[src/rtl/fetch_pkg.sv]
// Shared types and widths for the instruction prefetch front end.
package fetch_pkg;

    localparam int unsigned PC_W    = 12;
    localparam int unsigned INSTR_W = 19;

    // One buffered instruction together with the address it came from
    typedef struct packed {
        logic [INSTR_W-1:0] instr;
        logic [PC_W-1:0]    pc;
    } fetch_entry_t;

    typedef enum logic [0:0] {
        S_IDLE,
        S_RUN
    } fetch_state_t;

endpackage

[src/rtl/fetch_fifo.sv]
// Small synchronous FIFO of fetch entries with flush; flush beats push and pop.
module fetch_fifo
    import fetch_pkg::*;
#(
    parameter int unsigned DEPTH = 4,
    localparam int unsigned CW   = $clog2(DEPTH + 1)
) (
    input  logic          i_clk,
    input  logic          i_rst_n,
    input  logic          i_push,
    input  fetch_entry_t  i_push_data,
    input  logic          i_pop,
    input  logic          i_flush,
    output fetch_entry_t  o_head,
    output logic          o_empty,
    output logic [CW-1:0] o_count
);

    localparam int unsigned AW = $clog2(DEPTH);

    fetch_entry_t  r_mem [DEPTH];
    logic [AW-1:0] r_wptr;
    logic [AW-1:0] r_rptr;
    logic [CW-1:0] r_count;

    logic w_empty;
    logic w_full;
    logic w_pop;
    logic w_push;

    assign w_empty = (r_count == '0);
    assign w_full  = (r_count == CW'(DEPTH));
    assign w_pop   = i_pop & ~w_empty;
    // Pushing into a full FIFO is only allowed when the head leaves the same cycle
    assign w_push  = i_push & (~w_full | w_pop);

    // Entry storage; reset clears it so an idle head reads as zero
    always_ff @(posedge i_clk or negedge i_rst_n) begin
        if (!i_rst_n) begin
            r_mem <= '{default: '0};
        end else if (w_push && !i_flush) begin
            r_mem[r_wptr] <= i_push_data;
        end
    end

    // Pointers and occupancy; DEPTH is a power of two so pointers wrap naturally
    always_ff @(posedge i_clk or negedge i_rst_n) begin
        if (!i_rst_n) begin
            r_wptr  <= '0;
            r_rptr  <= '0;
            r_count <= '0;
        end else if (i_flush) begin
            r_wptr  <= '0;
            r_rptr  <= '0;
            r_count <= '0;
        end else begin
            if (w_push) r_wptr <= r_wptr + 1'b1;
            if (w_pop)  r_rptr <= r_rptr + 1'b1;
            case ({w_push, w_pop})
                2'b10:   r_count <= r_count + 1'b1;
                2'b01:   r_count <= r_count - 1'b1;
                default: r_count <= r_count;
            endcase
        end
    end

    assign o_head  = r_mem[r_rptr];
    assign o_empty = w_empty;
    assign o_count = r_count;

endmodule

[src/rtl/instr_prefetch_unit.sv]
// Sequential instruction prefetcher: issues fetches under a credit limit,
// buffers tagged responses and discards responses made stale by redirects.
module instr_prefetch_unit
    import fetch_pkg::*;
#(
    parameter int unsigned DEPTH = 4
) (
    input  logic               i_clk,
    input  logic               i_rst_n,
    output logic               o_imem_req_valid,
    output logic [PC_W-1:0]    o_imem_req_addr,
    input  logic               i_imem_req_ready,
    input  logic               i_imem_resp_valid,
    input  logic [INSTR_W-1:0] i_imem_resp_instr,
    input  logic               i_redirect,
    input  logic [PC_W-1:0]    i_redirect_pc,
    output logic               o_instr_valid,
    output logic [INSTR_W-1:0] o_instr,
    output logic [PC_W-1:0]    o_instr_pc,
    input  logic               i_instr_ready
);

    localparam int unsigned CW = $clog2(DEPTH + 1);
    // Two spare bits so the three-way credit sum cannot wrap
    localparam int unsigned SW = CW + 2;
    localparam logic [SW-1:0] DEPTH_SUM = SW'(DEPTH);

    fetch_state_t    r_state;
    logic [PC_W-1:0] r_fetch_pc;
    logic [PC_W-1:0] r_resp_pc;
    logic [CW-1:0]   r_inflight;
    logic [CW-1:0]   r_drop;

    fetch_entry_t    w_head;
    fetch_entry_t    w_push_data;
    logic            w_empty;
    logic [CW-1:0]   w_count;
    logic [SW-1:0]   w_outstanding;
    logic            w_fire;
    logic            w_resp_any;
    logic            w_resp_drop;
    logic            w_resp_keep;
    logic            w_deq;

    // Every outstanding request owns a FIFO slot, so responses can never overflow
    assign w_outstanding    = SW'(w_count) + SW'(r_inflight) + SW'(r_drop);
    assign o_imem_req_valid = (r_state == S_RUN) & ~i_redirect & (w_outstanding < DEPTH_SUM);
    assign o_imem_req_addr  = r_fetch_pc;
    assign w_fire           = o_imem_req_valid & i_imem_req_ready;

    // Responses with nothing outstanding are protocol errors and are ignored
    assign w_resp_any  = i_imem_resp_valid & ((r_inflight != '0) | (r_drop != '0));
    assign w_resp_drop = i_imem_resp_valid & (r_drop != '0);
    assign w_resp_keep = i_imem_resp_valid & (r_drop == '0) & (r_inflight != '0) & ~i_redirect;

    assign w_deq       = ~w_empty & i_instr_ready & ~i_redirect;
    assign w_push_data = '{instr: i_imem_resp_instr, pc: r_resp_pc};

    fetch_fifo #(
        .DEPTH (DEPTH)
    ) u_fifo (
        .i_clk       (i_clk),
        .i_rst_n     (i_rst_n),
        .i_push      (w_resp_keep),
        .i_push_data (w_push_data),
        .i_pop       (w_deq),
        .i_flush     (i_redirect),
        .o_head      (w_head),
        .o_empty     (w_empty),
        .o_count     (w_count)
    );

    // Sequencing, PC tracking and outstanding-request bookkeeping
    always_ff @(posedge i_clk or negedge i_rst_n) begin
        if (!i_rst_n) begin
            r_state    <= S_IDLE;
            r_fetch_pc <= '0;
            r_resp_pc  <= '0;
            r_inflight <= '0;
            r_drop     <= '0;
        end else begin
            if (r_state == S_IDLE) r_state <= S_RUN;
            if (i_redirect) begin
                r_fetch_pc <= i_redirect_pc;
                r_resp_pc  <= i_redirect_pc;
                r_inflight <= '0;
                // Everything still in flight becomes stale; a response landing now is one fewer
                r_drop     <= r_drop + r_inflight - CW'(w_resp_any);
            end else begin
                if (w_fire)      r_fetch_pc <= r_fetch_pc + 1'b1;
                if (w_resp_keep) r_resp_pc  <= r_resp_pc + 1'b1;
                r_inflight <= r_inflight + CW'(w_fire) - CW'(w_resp_keep);
                if (w_resp_drop) r_drop <= r_drop - 1'b1;
            end
        end
    end

    assign o_instr_valid = ~w_empty;
    assign o_instr       = w_empty ? '0 : w_head.instr;
    assign o_instr_pc    = w_empty ? '0 : w_head.pc;

    // Memory must never answer when no request is outstanding
    assert property (@(posedge i_clk) disable iff (!i_rst_n)
        i_imem_resp_valid |-> ((r_inflight != '0) || (r_drop != '0)))
        else $error("imem response with no outstanding request");

endmodule

[config.mk]
export PLATFORM = sky130hd
export DESIGN_NAME = instr_prefetch_unit
export DESIGN_NICKNAME = d
export VERILOG_FILES = /design/src/rtl/fetch_pkg.sv /design/src/rtl/fetch_fifo.sv /design/src/rtl/instr_prefetch_unit.sv
export SDC_FILE = /design/constraint.sdc
export NUM_CORES = 1
export LEC_CHECK = 0
export ABC_AREA = 1
export CORE_MARGIN = 1
export CORE_UTILIZATION = 40
export CTS_CLUSTER_SIZE = 12
export DETAILED_ROUTE_END_ITERATION = 10
export PLACE_DENSITY = 0.66
export SYNTH_ARGS = -nofsm -noshare
export SYNTH_HDL_FRONTEND = slang
export SYNTH_HIERARCHICAL = 1
export SYNTH_SLANG_ARGS = --single-unit
[constraint.sdc]
create_clock -name i_clk -period 7.7 [get_ports i_clk]
set_clock_uncertainty 0.2 [all_clocks]
set_input_delay 0.77 -clock i_clk [delete_from_list [all_inputs] [get_ports i_clk]]
set_output_delay 0.77 -clock i_clk [all_outputs]
set_load 0.01 [all_outputs]
==> results of run 1 <==
## area by class of cell
cell class	instances	area (um2)	area share (%)
Clock buffer	21	460	4.60
Clock inverter	11	174	1.74
Inverter	121	459	4.59
Multi-Input combinational cell	713	3660	36.6
Sequential cell	162	4060	40.6
Tap cell	275	344	3.44
Timing Repair Buffer	86	850	8.50
## cells in the mapped netlist, types with 3 or more instances
cell type,number
fa_1,6
nand3_1,44
clkbuf_1,22
nand2_4,5
buf_6,26
buf_2,4
nand2_1,236
o21ai_0,78
a21oi_1,6
o21ai_1,98
xnor2_1,5
o21ai_2,26
inv_1,118
nor2_2,3
nor2_1,121
ha_1,16
dfrtp_1,162
nand3_2,6
xor2_1,9
o22ai_1,31
nand4_1,6
## registers in the layout (all words and copies together), names as in the netlist
signal and cells:
o_imem_req_addr 12, r_drop 3, r_inflight 3, r_resp_pc 12
r_state 1, u_fifo/o_count 3, u_fifo/r_mem 124, u_fifo/r_rptr 2
u_fifo/r_wptr 2
## critical path: stages, from the launching register on
cell and delay, ns:
dfrtp_1 0.43, inv_1 0.11, fa_1 0.54, inv_1 0.05, nand2_1 0.06, inv_1 0.05
fa_1 0.44, inv_1 0.10, nand3_1 0.08, nor2_1 0.09, nand3_1 0.13, inv_1 0.08
clkdlybuf4s50_1 0.53
## power by group through the flow
stage | clock, mW | sequential (mW) | combinational, mW
floorplan | 0 | 1.05 | 0.576
global placement | 0 | 1.06 | 0.885
detailed placement | 0 | 1.06 | 0.897
CTS | 0.926 | 1.05 | 0.904
global route | 0.961 | 1.07 | 1.02
finish | 0.904 | 1.05 | 0.890
## layer usage
layer	vias up	global-route usage (%)	wire length, um
met5	-	0	0
met4	0	4.85	147
met3	13	3.80	805
met2	150	29.4	8700
met1	3282	25.8	9430
li1	3487	-	-
## stage by stage
| stage | instances | total power [mW] |
|---|---|---|
| 2_1_floorplan | 1048 | 1.62 |
| 3_3_place_gp | 1357 | 1.95 |
| 3_5_place_dp | 1357 | 1.96 |
| 4_1_cts | 1389 | 2.88 |
| 5_1_grt | 1389 | 3.05 |
| 6_report | 1389 | 2.84 |
## worst max path at each step
stage                             start                to  slack, ns  cells after the start
after floorplan           r_inflight[1]     r_inflight[2]       4.26                     18
after global placement    r_inflight[1]     r_inflight[2]       4.00                     17
after detailed placement  r_inflight[1]     r_inflight[2]       3.96                     17
after CTS                 r_inflight[1]  o_imem_req_valid       3.59                     12
after global routing      r_inflight[1]  o_imem_req_valid       3.40                     12
final                     r_inflight[1]  o_imem_req_valid       3.63                     12
## cell families (layout without fill, tap and decap cells)
family	Yosys count	in the layout	share of synthesized area (%)
XOR/XNOR	14	14	1.43
other	1	1	0.0438
flip-flops	162	162	47.3
AND/OR/NAND/NOR	430	430	21.3
buffers and inverters	173	239	9.98
adder cells (fa/ha/maj)	22	22	3.74
AO/OA/AOI/OAI	246	246	16.1
==> results.json, run 1 <==
{
  "gp_congestion": 0.801,
  "mostFrequentLayoutCell": "nand2_1",
  "die_w_um": 148,
  "syn_area_per_cell_um2": 8.17,
  "synthTopCellsByArea": "dfrtp_1, nand2_1, o21ai_1",
  "path_max_fanout": 4,
  "track_usage_pct": 18.5,
  "hpwlAfterDp_mm": 11.8,
  "cp-start-kind": "flop",
  "setup_ws_ns": 3.63,
  "dp_slack_ns": 3.96,
  "p_sw_uw": 946,
  "p_seq_share_pct": 36.9,
  "p_leak_nw": 4.78,
  "ir_drop_mv": 0.152,
  "p_int_mw": 1.90,
  "hold_viol_final": 0,
  "routed_wl_mm": 19.1,
  "cts_max_path_buffers": 2,
  "cp.required_ns": 6.73,
  "netlist.area_leader.share_pct": 47.3,
  "synth_ff_type": "dfrtp_1",
  "ant_nets": 0,
  "final_cell_mix": "nand2_1, dfrtp_1, nor2_1, inv_1, o21ai_1",
  "clockRootBuffer": "clkbuf_16",
  "drv_slew": 0,
  "postSynthCellCount": 1048,
  "max_clock_freq_ghz": 0.245,
  "powerDensity_nw_per_um2": 284,
  "clkSinkCount": 162,
  "status": "finished clean",
  "synth_edf_count": 0,
  "timing.rr.end": "r_inflight[2]",
  "rsz0062_at_grt": "no",
  "initial_core_util_pct": 40.7,
  "finalNetCount": 1160,
  "fin_util_pct": 47.6,
  "ys_warn_count": 6,
  "grt-ovfl-total": 0,
  "hold_class": "in -> async",
  "worstRegToRegCells": 17,
  "diodes": 0,
  "fillers": 2038,
  "dieArea_um2": 22000,
  "placed_area_um2": 9370,
  "cts_max_level": 4,
  "worstMarginPinSlew_ns": 1.12,
  "drcViolationCount": 0,
  "drtIter0Drc": 437,
  "cts_hold_buf": 0,
  "synth_area_um2": 8570,
  "cts_tree": "done",
  "rows": 53,
  "swShare_pct": 33.2,
  "maxCapViolations": 0,
  "dr.pass1.iters": 5,
  "setup_viol": 0,
  "period_needed_ns": 4.07,
  "coreArea_um2": 21000,
  "async_flop_share_pct": 100,
  "cts_resized": 0,
  "critPathArrivalTime_ns": 3.10,
  "die_y_um": 148,
  "post_cts_buffers": 0,
  "criticalPathCategory": "reg -> out",
  "pin_count": 82,
  "clock_latency_ns": 0.42,
  "r2r_start": "r_inflight[1]",
  "p_comb_share_pct": 31.3,
  "setup_tns_ns": 0,
  "vias_per_cell": 4.99,
  "wl_per_cell_um": 13.7,
  "drive_gt1_share_pct": 7.72,
  "ys_types": 34,
  "antenna_found_initial": 0,
  "via_count": 6932,
  "hold_slack_ns": 0.260,
  "cts_made_buffers": 17,
  "clkTransAtPathRegs_ns": 0.07,
  "endpoint_kind": "output pin",
  "ys_seq_elements": 162,
  "p_clk_share_pct": 31.8,
  "grt_pass1_wl_mm": 32.7,
  "relSlewSlack_pct": 24.9,
  "yosys.area.top_type": "dfrtp_1",
  "syn_nets": 1107,
  "finalCritPeriodShare_pct": 52.9,
  "grt_pass1_vias": 6565,
  "area_growth_pct": 16.7,
  "grt_start_max_net_pins": 103,
  "io_buffers": 81,
  "final_area_um2": 10000,
  "seq_area_frac_synth_pct": 47.3,
  "r2r_slack_ns": 3.92
}
Note: power is estimated with default switching activity, not from simulation.
==> run 2, diff against run 1 <==
- clock period: 7.7 -> 3.9 ns (I/O delays scaled with it)
==> run 2 against run 1 <==
Against the previous run:
- cell area grew 0.56%
- routed wire length increased by 2.1%
- clock power rose by 81%
- clock-buffer cell count fell by 2
- flip-flop and latch count unchanged
- die area unchanged
- worst setup slack worse by 3.4 ns
- hold slack better by 0.014 ns
- utilization up 0.27 points
==> results.json, run 2 (synthesis gave the netlist of run 1 again) <==
{
  "routed_wl_mm": 19.5,
  "gp_congestion": 0.812,
  "cts_tree": "done",
  "hold_class": "reg -> reg",
  "ant_nets": 0,
  "final_cell_mix": "nand2_1, dfrtp_1, nor2_1, inv_1, o21ai_1",
  "dr.pass1.iters": 4,
  "cts_max_level": 4,
  "hpwlAfterDp_mm": 12.1,
  "ir_drop_mv": 0.341,
  "powerDensity_nw_per_um2": 546,
  "die_w_um": 148,
  "finalNetCount": 1170,
  "critPathArrivalTime_ns": 3.05,
  "rsz0062_at_grt": "no",
  "hold_end": "u_fifo/r_mem[63]",
  "grt-ovfl-total": 0,
  "whs_path_depth": 2,
  "drtIter0Drc": 438,
  "criticalPathCategory": "reg -> out",
  "finalCritPeriodShare_pct": 93.3,
  "setup_tns_ns": 0,
  "largest_reg_flops": 124,
  "maxCapViolations": 0,
  "p_leak_nw": 4.81,
  "cts_max_path_buffers": 2,
  "drv_slew": 0,
  "post_cts_buffers": 0,
  "clkTransAtPathRegs_ns": 0.06,
  "clock_latency_ns": 0.42,
  "initial_core_util_pct": 40.7,
  "final_area_um2": 10100,
  "crit_chain": "inv_1 > fa_1 > inv_1 > nand2_1 > inv_1 > fa_1 > inv_1 > nand3_1 > nor2_1 > nand3_1 > inv_1 > clkdlybuf4s50_1",
  "track_usage_pct": 18.9,
  "finalPower_mw": 5.49,
  "diodes": 0,
  "placed_area_um2": 9470,
  "via_count": 6940,
  "worstRegToRegCells": 17,
  "seq_area_um2": 4060,
  "wl_per_cell_um": 13.9,
  "top_register": "u_fifo/r_mem",
  "area_growth_pct": 17.4,
  "setup_viol": 0,
  "r2r_slack_ns": 0.56,
  "path_max_fanout": 4,
  "io_buffers": 81,
  "cp.required_ns": 3.31,
  "r2r_start": "r_inflight[1]",
  "rows": 53,
  "max_clock_freq_ghz": 0.275,
  "drive_gt1_share_pct": 8.55,
  "antenna_found_initial": 0,
  "status": "finished clean",
  "slowest_delay_ns": 0.53,
  "clockRootBuffer": "clkbuf_16",
  "hold_viol_final": 0,
  "cpMostUsedCell": "inv_1",
  "mostFrequentLayoutCell": "nand2_1",
  "drcViolationCount": 0,
  "worstMarginPinSlew_ns": 0.958,
  "pin_count": 82,
  "timing.rr.end": "r_inflight[2]",
  "hold_slack_ns": 0.273,
  "hp-start": "u_fifo/r_mem[63]",
  "vias_per_cell": 4.96,
  "cp_slowest_cell": "fa_1",
  "endpoint_kind": "output pin",
  "multi_input_area_um2": 3660,
  "period_needed_ns": 3.64,
  "fillers": 2048,
  "clkSinkCount": 162,
  "grt_pass1_wl_mm": 32.9,
  "grt_pass1_vias": 6563,
  "cts_made_buffers": 17,
  "grt_start_max_net_pins": 104,
  "cp-start-kind": "flop",
  "dieArea_um2": 22000,
  "die_y_um": 148,
  "coreArea_um2": 21000,
  "relSlewSlack_pct": 36.1
}
[run 2: cell types whose count changed in the layout (fill, tap and decap cells not counted), sizes merged]
cell / change
buf: +9
bufinv: -2
clkinv: +2
clkinvlp: +1
dlygate4sd3: +1
clkbuf: -2
[run 2: how the worst max path moves through the flow]
stage | start | endpoint | slack [ns] | cells past startpoint
after detailed placement | r_inflight[1] | r_inflight[2] | 0.51 | 17
after global routing | r_inflight[1] | o_imem_req_valid | 0.03 | 12
final | r_inflight[1] | o_imem_req_valid | 0.26 | 12
after CTS | r_inflight[1] | o_imem_req_valid | 0.17 | 12
after floorplan | r_inflight[1] | r_inflight[2] | 0.46 | 18
after global placement | r_inflight[1] | r_inflight[2] | 0.54 | 17
[run 2: timing repair]
action | CTS | global route
hold endpoints to repair | 101 | 0
setup endpoints to repair | 0 | 1
hold buffers | 1 | 0
resized for setup | 0 | 1
[run 2: power by group]
group | internal (mW) | switching [mW] | leakage (nW)
combinational | 0.762 | 1.01 | 2.33
sequential | 1.89 | 0.188 | 2.20
clock | 0.959 | 0.685 | 0.284
[run 2: cell type report]
| class | instances | area share (%) |
|---|---|---|
| clock inverters | 12 | 1.31 |
| flip-flops and latches | 162 | 40.3 |
| repair buffers | 96 | 9.59 |
| well taps | 275 | 3.42 |
| multi-input cells | 713 | 36.4 |
| clock buffers | 19 | 4.40 |
| inverters | 121 | 4.57 |
[run 2: layer usage]
metal | share of wire [%] | track usage (%) | vias up
li1 | - | - | 3511
met3 | 4.0 | 3.96 | 11
met2 | 47 | 31.0 | 145
met4 | 0.79 | 4.69 | 0
met5 | 0 | 0 | -
met1 | 49 | 25.5 | 3273
[run 2: metrics by stage]
| step | std cells | util (%) | setup slack [ns] |
|---|---|---|---|
| finish | 1398 | 47.8 | 0.262 |
| global placement | 1366 | 45.1 | 0.539 |
| CTS | 1398 | 47.8 | 0.175 |
| floorplan | 1048 | - | 0.464 |
| global route | 1398 | 47.8 | 0.0335 |
| detailed placement | 1366 | 45.1 | 0.513 |
[run 2: worst max-delay path: cells and delay by family (launching register included)]
family / cells / cell delay (ns)
flops: 1 / 0.41
fa+ha+maj: 2 / 0.95
simple gates: 4 / 0.37
buf+inv: 6 / 0.90
==> run 3, diff against run 2 <==
- CORE_UTILIZATION: 40 -> 55
- PLACE_DENSITY: 0.66 -> 0.84
- SKIP_LAST_GASP: default -> 1
==> run 3 against run 2 <==
Against the previous run:
- routed wire length rose by 1.7%
- global-route usage rose by 7.4 points
- via count rose by 5.3%
- sequential power barely moved
- cell area fell by 2.1%
==> results.json, run 3 (synthesis gave the netlist of run 1 again) <==
{
  "status": "finished clean",
  "routed_wl_mm": 19.8,
  "clkTransAtPathRegs_ns": 0.06,
  "finalNetCount": 1168,
  "largest_reg_flops": 124,
  "rsz0062_at_grt": "no",
  "gp_congestion": 0.922,
  "hold_class": "reg -> reg",
  "final_area_um2": 9840,
  "setup_tns_ns": 0,
  "grt_start_max_net_pins": 91,
  "clock_latency_ns": 0.43,
  "top_register": "u_fifo/r_mem",
  "criticalPathCategory": "reg -> out",
  "maxCapViolations": 0,
  "period_needed_ns": 3.73,
  "ant_nets": 0,
  "hold_viol_final": 0,
  "finalCritPeriodShare_pct": 95.6,
  "mostFrequentLayoutCell": "nand2_1",
  "setup_ws_ns": 0.173,
  "crit_chain": "inv_1 > fa_1 > inv_1 > nand2_1 > inv_1 > fa_1 > inv_1 > nand3_1 > nor2_1 > nand3_1 > inv_1 > clkdlybuf4s50_1",
  "worstMarginPinSlew_ns": 0.820,
  "cp.required_ns": 3.31,
  "final_cell_mix": "nand2_1, dfrtp_1, nor2_1, inv_1, o21ai_1",
  "clkSinkCount": 162,
  "vias_per_cell": 5.59,
  "relSlewSlack_pct": 45.3,
  "cts_made_buffers": 17,
  "cts_max_level": 4,
  "dp_slack_ns": 0.454,
  "wl_per_cell_um": 15.1,
  "clockRootBuffer": "clkbuf_16",
  "seq_area_um2": 4060,
  "rows": 45,
  "endpoint_kind": "output pin",
  "p_leak_nw": 4.76,
  "area_growth_pct": 14.9,
  "placed_area_um2": 9320,
  "grt_pass1_wl_mm": 33.5,
  "coreArea_um2": 15200,
  "cts_tree": "done",
  "track_usage_pct": 26.3,
  "cp_slowest_cell": "fa_1",
  "finalPower_mw": 5.36,
  "hpwlAfterDp_mm": 11.9,
  "path_max_fanout": 4,
  "max_clock_freq_ghz": 0.268,
  "powerDensity_nw_per_um2": 545,
  "drv_slew": 0,
  "via_count": 7305,
  "diodes": 0,
  "cts_resized": 0,
  "drive_gt1_share_pct": 7.69,
  "initial_core_util_pct": 56.3,
  "grt_pass1_vias": 6972,
  "setup_viol": 0,
  "critPathArrivalTime_ns": 3.14,
  "multi_input_area_um2": 3660,
  "drtIter0Drc": 794,
  "die_y_um": 127,
  "grt-ovfl-total": 0,
  "slowest_delay_ns": 0.55,
  "die_w_um": 127,
  "dr.pass1.iters": 6,
  "fin_util_pct": 64.7,
  "io_buffers": 81,
  "pin_count": 82,
  "cpMostUsedCell": "inv_1",
  "antenna_found_initial": 0,
  "ir_drop_mv": 0.395,
  "fillers": 1264,
  "cts_max_path_buffers": 2,
  "dieArea_um2": 16100,
  "drcViolationCount": 0,
  "cp-start-kind": "flop"
}
==> run 3: cell types whose count changed in the layout (fill, tap and decap cells not counted), sizes merged <==
cell,before,now
buf,15,13
inv,124,121
clkbuf,19,23
bufinv,2,1
clkinv,6,4
==> run 3: power by group <==
group / total [mW] / switching (mW) / internal [mW]
Combinational: 1.79 / 1.03 / 0.764
Sequential: 2.08 / 0.196 / 1.89
Clock: 1.49 / 0.629 / 0.863
Total: 5.36 / 1.85 / 3.51
==> run 3: path summary, 6_finish.rpt <==
kind	start	endpoint	slack (ns)	depth (start not counted)
worst max register to register	r_inflight[1]	r_inflight[2]	0.42	17
max in group asynchronous	i_rst_n	u_fifo/r_mem[98]	2.20	3
worst min register to register	u_fifo/r_mem[40]	u_fifo/r_mem[40]	0.28	2
min in group asynchronous	i_rst_n	u_fifo/r_mem[21]	0.38	2
worst min-delay path	u_fifo/r_mem[40]	u_fifo/r_mem[40]	0.28	2
worst max-delay path	r_inflight[1]	o_imem_req_valid	0.17	12
==> run 3: per-stage QoR <==
stage          cells  hold slack, ns
4_1_cts         1307           0.278
5_1_grt         1307           0.288
6_report        1307           0.276
3_3_place_gp    1277           0.260
3_5_place_dp    1277           0.263
2_1_floorplan   1048          -0.106
==> run 3: critical path, delay by kind of cell (launching register included) <==
family	cells	cell delay [ns]
adders and majority gates	2	0.99
and+or+nand+nor	4	0.36
buffers and inverters	6	0.92
DFF	1	0.44
==> run 3: routing by layer <==
| layer | track usage (%) | vias to the layer above | share of wire [%] |
|---|---|---|---|
| li1 | - | 3496 | - |
| met1 | 34.1 | 3472 | 43 |
| met2 | 44.6 | 306 | 49 |
| met3 | 5.10 | 31 | 6.8 |
| met4 | 8.54 | 0 | 1.7 |
| met5 | 0 | - | 0 |
==> run 3: area by class of cell <==
cell class	count	area share (%)
well taps	188	2.39
flip-flops and latches	162	41.2
repair buffers	94	9.40
clock inverters	6	0.623
inverters	121	4.67
multi-input cells	713	37.2
clock buffers	23	4.55
==> run 3: what timing repair did <==
action	4_1_cts	5_1_grt
hold endpoints to repair	87	0
setup buffers	0	0
hold buffers	1	0
